`src/rtl/bcd_countdown_timer_if.sv`:
```
// Control/status bundle between the countdown timer and its neighbours
// (tick divider, button logic, display and LED/buzzer stages).
interface bcd_countdown_timer_if;
  logic       tick;
  logic       load;
  logic [7:0] load_min;
  logic [7:0] load_sec;
  logic       start;
  logic       stop;
  logic [7:0] min_bcd;
  logic [7:0] sec_bcd;
  logic       running;
  logic       expired;
  logic       done;

  modport master (
    output tick, load, load_min, load_sec, start, stop,
    input  min_bcd, sec_bcd, running, expired, done
  );

  modport slave (
    input  tick, load, load_min, load_sec, start, stop,
    output min_bcd, sec_bcd, running, expired, done
  );
endinterface

```
`src/rtl/bcd_countdown_timer.sv`:
```
// MM:SS BCD countdown timer advanced by a 1 Hz enable tick, with loadable
// preset, start/stop/pause and optional auto-reload on expiry.
module bcd_countdown_timer #(
  parameter bit AUTO_RELOAD  = 1'b0,
  parameter int MAX_MIN_TENS = 9
) (
  input  logic                 clk,
  input  logic                 rst,
  bcd_countdown_timer_if.slave bus
);
  localparam logic [3:0] MT_LIM = MAX_MIN_TENS[3:0];

  typedef enum logic [1:0] {IDLE, RUN, PAUSE, EXPIRED} state_t;

  state_t      state, state_nx;
  logic [15:0] cnt, cnt_nx;
  logic [15:0] preset, preset_nx;
  logic        done_q, done_nx;
  logic [15:0] ld_val, cnt_dec;

  function automatic logic [3:0] clip(logic [3:0] v, logic [3:0] lim);
    return (v > lim) ? lim : v;
  endfunction

  // One-second BCD decrement; caller guarantees cnt != 00:00.
  function automatic logic [15:0] dec(logic [15:0] c);
    logic [15:0] r;
    r = c;
    if (c[3:0] != 4'd0) r[3:0] = c[3:0] - 4'd1;
    else begin
      r[3:0] = 4'd9;
      if (c[7:4] != 4'd0) r[7:4] = c[7:4] - 4'd1;
      else begin
        r[7:4] = 4'd5;
        if (c[11:8] != 4'd0) r[11:8] = c[11:8] - 4'd1;
        else begin
          r[11:8]  = 4'd9;
          r[15:12] = c[15:12] - 4'd1;
        end
      end
    end
    return r;
  endfunction

  assign ld_val  = {clip(bus.load_min[7:4], MT_LIM), clip(bus.load_min[3:0], 4'd9),
                    clip(bus.load_sec[7:4], 4'd5),   clip(bus.load_sec[3:0], 4'd9)};
  assign cnt_dec = dec(cnt);

  always_ff @(posedge clk or negedge rst) begin
    if (!rst) begin
      state  <= IDLE;
      cnt    <= 16'h0000;
      preset <= 16'h0000;
      done_q <= 1'b0;
    end else begin
      state  <= state_nx;
      cnt    <= cnt_nx;
      preset <= preset_nx;
      done_q <= done_nx;
    end
  end

  // Priority load > stop > start > tick. A start in RUN has no effect,
  // so it does not mask a tick arriving in the same cycle.
  always_comb begin
    state_nx  = state;
    cnt_nx    = cnt;
    preset_nx = preset;
    done_nx   = 1'b0;
    if (bus.load) begin
      cnt_nx    = ld_val;
      preset_nx = ld_val;
      state_nx  = IDLE;
    end else if (bus.stop) begin
      if (state == RUN) state_nx = PAUSE;
    end else if (bus.start && state != RUN) begin
      case (state)
        IDLE, PAUSE: if (cnt != 16'h0000) state_nx = RUN;
        EXPIRED: if (preset != 16'h0000) begin
          cnt_nx   = preset;
          state_nx = RUN;
        end
        default: ;
      endcase
    end else if (bus.tick && state == RUN) begin
      if (cnt == 16'h0000) cnt_nx = preset;  // auto-reload after the 00:00 hold period
      else begin
        cnt_nx = cnt_dec;
        if (cnt_dec == 16'h0000) begin
          done_nx = 1'b1;
          if (!AUTO_RELOAD) state_nx = EXPIRED;
        end
      end
    end
  end

  assign bus.min_bcd = cnt[15:8];
  assign bus.sec_bcd = cnt[7:0];
  assign bus.running = (state == RUN);
  assign bus.expired = (state == EXPIRED);
  assign bus.done    = done_q;
endmodule
```
`src/flat_wrapper.sv`:
```
// flat-port wrapper written by rule: the top's interface ports become plain ports
module bcd_countdown_timer_flat 
#(
  parameter bit AUTO_RELOAD  = 1'b0,
  parameter int MAX_MIN_TENS = 9
)
  (clk, rst, bus_tick, bus_load, bus_load_min, bus_load_sec, bus_start, bus_stop, bus_min_bcd, bus_sec_bcd, bus_running, bus_expired, bus_done);
  bcd_countdown_timer_if bus_i ();
  input  logic clk;
  input  logic rst;
  input wire logic [$bits(bus_i.tick)-1:0] bus_tick;
  input wire logic [$bits(bus_i.load)-1:0] bus_load;
  input wire logic [$bits(bus_i.load_min)-1:0] bus_load_min;
  input wire logic [$bits(bus_i.load_sec)-1:0] bus_load_sec;
  input wire logic [$bits(bus_i.start)-1:0] bus_start;
  input wire logic [$bits(bus_i.stop)-1:0] bus_stop;
  output wire logic [$bits(bus_i.min_bcd)-1:0] bus_min_bcd;
  output wire logic [$bits(bus_i.sec_bcd)-1:0] bus_sec_bcd;
  output wire logic [$bits(bus_i.running)-1:0] bus_running;
  output wire logic [$bits(bus_i.expired)-1:0] bus_expired;
  output wire logic [$bits(bus_i.done)-1:0] bus_done;
  assign bus_i.tick = bus_tick;
  assign bus_i.load = bus_load;
  assign bus_i.load_min = bus_load_min;
  assign bus_i.load_sec = bus_load_sec;
  assign bus_i.start = bus_start;
  assign bus_i.stop = bus_stop;
  assign bus_min_bcd = bus_i.min_bcd;
  assign bus_sec_bcd = bus_i.sec_bcd;
  assign bus_running = bus_i.running;
  assign bus_expired = bus_i.expired;
  assign bus_done = bus_i.done;
  bcd_countdown_timer #(.AUTO_RELOAD(AUTO_RELOAD), .MAX_MIN_TENS(MAX_MIN_TENS)) u_core (.clk(clk), .rst(rst), .bus(bus_i));
endmodule
```
`config.mk`:
```
export PLATFORM = sky130hd
export DESIGN_NAME = bcd_countdown_timer_flat
export DESIGN_NICKNAME = d
export VERILOG_FILES = /design/src/rtl/bcd_countdown_timer_if.sv /design/src/rtl/bcd_countdown_timer.sv /design/src/flat_wrapper.sv
export SDC_FILE = /design/constraint.sdc
export NUM_CORES = 1
export LEC_CHECK = 0
export ABC_AREA = 1
export BUFFER_PORTS_ARGS = -buffer_cell sky130_fd_sc_hd__buf_2
export CORE_ASPECT_RATIO = 0.8
export CORE_MARGIN = 2
export CORE_UTILIZATION = 55
export CTS_CLUSTER_SIZE = 28
export DETAILED_ROUTE_END_ITERATION = 8
export GPL_ROUTABILITY_DRIVEN = 0
export GPL_TIMING_DRIVEN = 0
export PLACE_DENSITY = 0.79
export SLEW_MARGIN = 5
export SYNTH_ARGS = -nofsm -noshare
export SYNTH_HDL_FRONTEND = slang
export SYNTH_SLANG_ARGS = --single-unit
```
`constraint.sdc`:
```
create_clock -name clk -period 2.1 [get_ports clk]
set_input_delay 0.63 -clock clk [delete_from_list [all_inputs] [get_ports clk]]
set_output_delay 0.63 -clock clk [all_outputs]
set_load 0.1 [all_outputs]
```
==> results.py <==
metrics = {
    "floorplanning": {
        "core.rowCount": 20,
        "dieArea_sq_um": 4370,
        "die_w_um": 73.4,
        "core_area_sq_um": 3750,
        "io_pins": 41,
        "start_util_pct": 56.5,
        "fp.dieH_um": 59.5,
    },
    "global_route": {
        "overflow": 0,
        "grt_use_met2_pct": 40.0,
        "grt_usage_pct": 28.1,
        "grt_start_max_net_pins": 36,
        "grt_pass1_vias": 1910,
        "antenna_found_initial": 0,
        "grtUsageMet3_pct": 6.29,
        "busiest_layer": "met1",
        "grt_first_pass_wirelength_mm": 9.16,
        "grtUsageMet1_pct": 42.7,
    },
    "yosys": {
        "yosysUniqueCellTypes": 32,
        "ys_ff_latch": 35,
        "synth_edf_count": 0,
        "yosysWarnings": 0,
        "synth_flop_cell": "dfrtp_1",
        "ys_async_sr_fraction_pct": 100,
        "synth_area_leaders": "dfrtp_1 41%, nand2_1 9.7%, inv_1 7.6%, nand3_1 6.1%, o21ai_0 5.7%",
        "yosysTopAreaCell": "dfrtp_1",
        "synth_fp_nets": 305,
        "yosysSeqAreaShare_pct": 41.3,
        "synth_area_per_cell_sq_um": 7.54,
        "synth_top_area_share_pct": 41.3,
        "syn_area_sq_um": 2120,
        "syn_inst": 281,
    },
    "timing": {
        "max_freq_mhz": 504,
        "hold_viol_final": 0,
        "timing.slew.headroom_pct": 48.7,
        "finalClockSkew_ns": 0.00624,
        "period_minus_slack_ns": 1.98,
        "layout_worst_path_cycle_share_pct": 94.5,
        "drv_slew": 0,
        "rsz0062_at_grt": "false",
        "tns_ns": 0,
        "worst_pin_slew_ns": 0.769,
        "finalSetupViolCount": 0,
    },
    "run_status": {
        "status": "completed",
    },
    "critical_path": {
        "r2r_setup_slack_ns": 0.14,
        "crit_fanout": 4,
        "slowest_delay_ns": 0.45,
        "r2r_end": "u_core.cnt[11]",
        "critPathCaptureType": "output port",
        "cp.depth": 3,
        "timing.rr.start": "u_core.state[1]",
        "cp_data_arrival_time_ns": 1.35,
        "worst-endpoint-required_ns": 1.47,
        "worstSetupPathType": "flip-flop to output port",
        "crit_end": "bus_expired",
        "path_cells": "nand2_1 > inv_1 > buf_2",
        "critPathBufInv": 2,
        "crit_family": "buffers and inverters",
        "critPathLaunch": "u_core.state[1]",
        "cp_slowest_cell": "dfrtp_1",
        "start_kind": "flip-flop",
        "reg2reg_depth": 8,
    },
    "cells_and_area": {
        "diodes": 0,
        "layout_commonest_cell": "nand2_1",
        "layout.nets": 356,
        "final_cell_mix": "54 x nand2_1, 44 x buf_2, 43 x inv_1",
        "finalNonFillerCells": 377,
        "fillers": 313,
        "syn_to_final_growth_pct": 20.4,
        "drive_above_1_share_pct": 27.6,
    },
    "clocking": {
        "cts_hold_buf": 0,
        "cts_tree": "done",
        "path_clk_slew_ns": 0.08,
        "htreeDepth": 2,
        "clockBufferDepth": 2,
        "cts-root-buf": "clkbuf_8",
        "cts.sinks": 35,
        "clk_latency_ns": 0.30,
        "numCtsBuffers": 5,
    },
    "placement": {
        "portBuffers": 40,
        "dp_hpwl_mm": 4.29,
        "placed_cells": 365,
    },
    "pwr": {
        "vdd_drop_max_v": 0.000634,
        "power.switching_uw": 956,
        "p_int_uw": 1200,
        "pwr-share-comb_pct": 36.6,
        "clock_power_share_pct": 25.2,
        "seqPwrFrac_pct": 38.2,
        "sw_frac_of_total_pct": 44.4,
        "total_leakage_power_uw": 0.00126,
        "p_per_area_nw_per_um2": 844,
    },
    "drt": {
        "wl_per_cell_um": 15.1,
        "detailedRoute.firstPassIterationCount": 4,
        "totalWireLength_mm": 5.68,
        "viasPerCell": 5.76,
        "drt-initial-drc-count": 182,
        "drc_errors": 0,
        "vias": 2172,
        "final_antenna_net_count": 0,
    },
    "worst_hold_path": {
        "hp-class": "input pin to asynchronous set/reset pin",
    },
    "flow_run": {
        "drv_cap": 0,
    },
}
==> cells in the mapped netlist (2+ instances only) <==
| master | count |
|---|---|
| dfrtp_1 | 35 |
| nand4_1 | 11 |
| clkbuf_1 | 3 |
| inv_1 | 43 |
| nor3_1 | 6 |
| buf_2 | 4 |
| nor2_4 | 3 |
| nor2_2 | 4 |
| nand3_2 | 4 |
| a21oi_1 | 4 |
| nor2_1 | 22 |
| nand3_1 | 26 |
| o21ai_0 | 24 |
| nand2_2 | 3 |
| ha_1 | 2 |
| o211ai_1 | 13 |
| o221ai_1 | 4 |
| o311ai_0 | 2 |
| nand2_1 | 55 |
==> cells by family (layout without fill, tap and decap cells) <==
kind of cell             count (synthesis)  in the layout  synth area share [%]
flip-flops                              35             35                  41.3
AO/OA/AOI/OAI                           54             54                  16.2
AND/OR/NAND/NOR                        137            137                  31.1
XOR/XNOR                                 1              1                 0.413
buffers and inverters                   52            104                  9.80
adder cells (fa/ha/maj)                  2              2                  1.18
==> layer usage <==
metal  vias up  wire length, um
li1       1046                -
met3        12              529
met2       108             2470
met4         0               76
met1      1006             2600
met5         -                0
==> worst reg2reg max path: stages, from the launching register on <==
cell	delay [ns]
dfrtp_1	0.45
o21ai_2	0.32
inv_1	0.13
nand2_1	0.09
nand3_1	0.19
nand2_1	0.15
buf_2	0.24
o311ai_1	0.18
o21ai_0	0.12
==> power by group through the flow <==
stage	clock network, uW	logic, uW	registers (uW)
global route	560	850	832
floorplan	0	327	1090
global placement	0	746	826
detailed placement	0	758	829
finish	542	789	822
CTS	538	762	815
==> per-stage QoR <==
step	area (sq um)	hold slack (ns)	setup slack, ns	total power [uW]	utilization [%]
2_1_floorplan	2140	0.334	0.0872	1420	-
3_3_place_gp	2400	0.486	0.0928	1570	63.9
3_5_place_dp	2400	0.489	0.0501	1590	63.9
4_1_cts	2500	0.427	0.0518	2110	66.6
5_1_grt	2550	0.469	0.00198	2240	68.0
6_report	2550	0.398	0.116	2150	68.0
==> timing repair <==
action | CTS | global route
endpoints found under the setup margin | 0 | 14
setup buffers | 0 | 4
endpoints found under the hold margin | 0 | 0
gates resized for setup | 0 | 7
==> sequential cells by signal (all words and copies together), names as in the netlist <==
| register | count |
|---|---|
| u_core.bus.done | 1 |
| u_core.cnt | 16 |
| u_core.state | 2 |
| u_core.preset | 16 |
==> worst min path at each step <==
stage | startpoint | endpoint | slack, ns | depth (start not counted)
floorplan | rst | u_core.bus.done | 0.33 | 0
global placement | u_core.state[0] | u_core.state[0] | 0.49 | 2
detailed placement | u_core.state[0] | u_core.state[0] | 0.49 | 2
CTS | rst | u_core.preset[7] | 0.43 | 1
global route | rst | u_core.preset[2] | 0.47 | 1
finish | rst | u_core.preset[2] | 0.40 | 1
==> cell type report <==
type                       instances  area (sq um)  share of cell area [%]
sequential                        35           893                    35.0
tap                               44          55.1                    2.16
clock inverter                     2          16.3                   0.638
multi-input combinational        194          1070                    41.8
buffer                             8          42.5                    1.67
inverter                          44           165                    6.47
clock buffer                       6          82.6                    3.24
timing repair buffer              44           230                    9.02
Power figures use the tool's default switching activity.
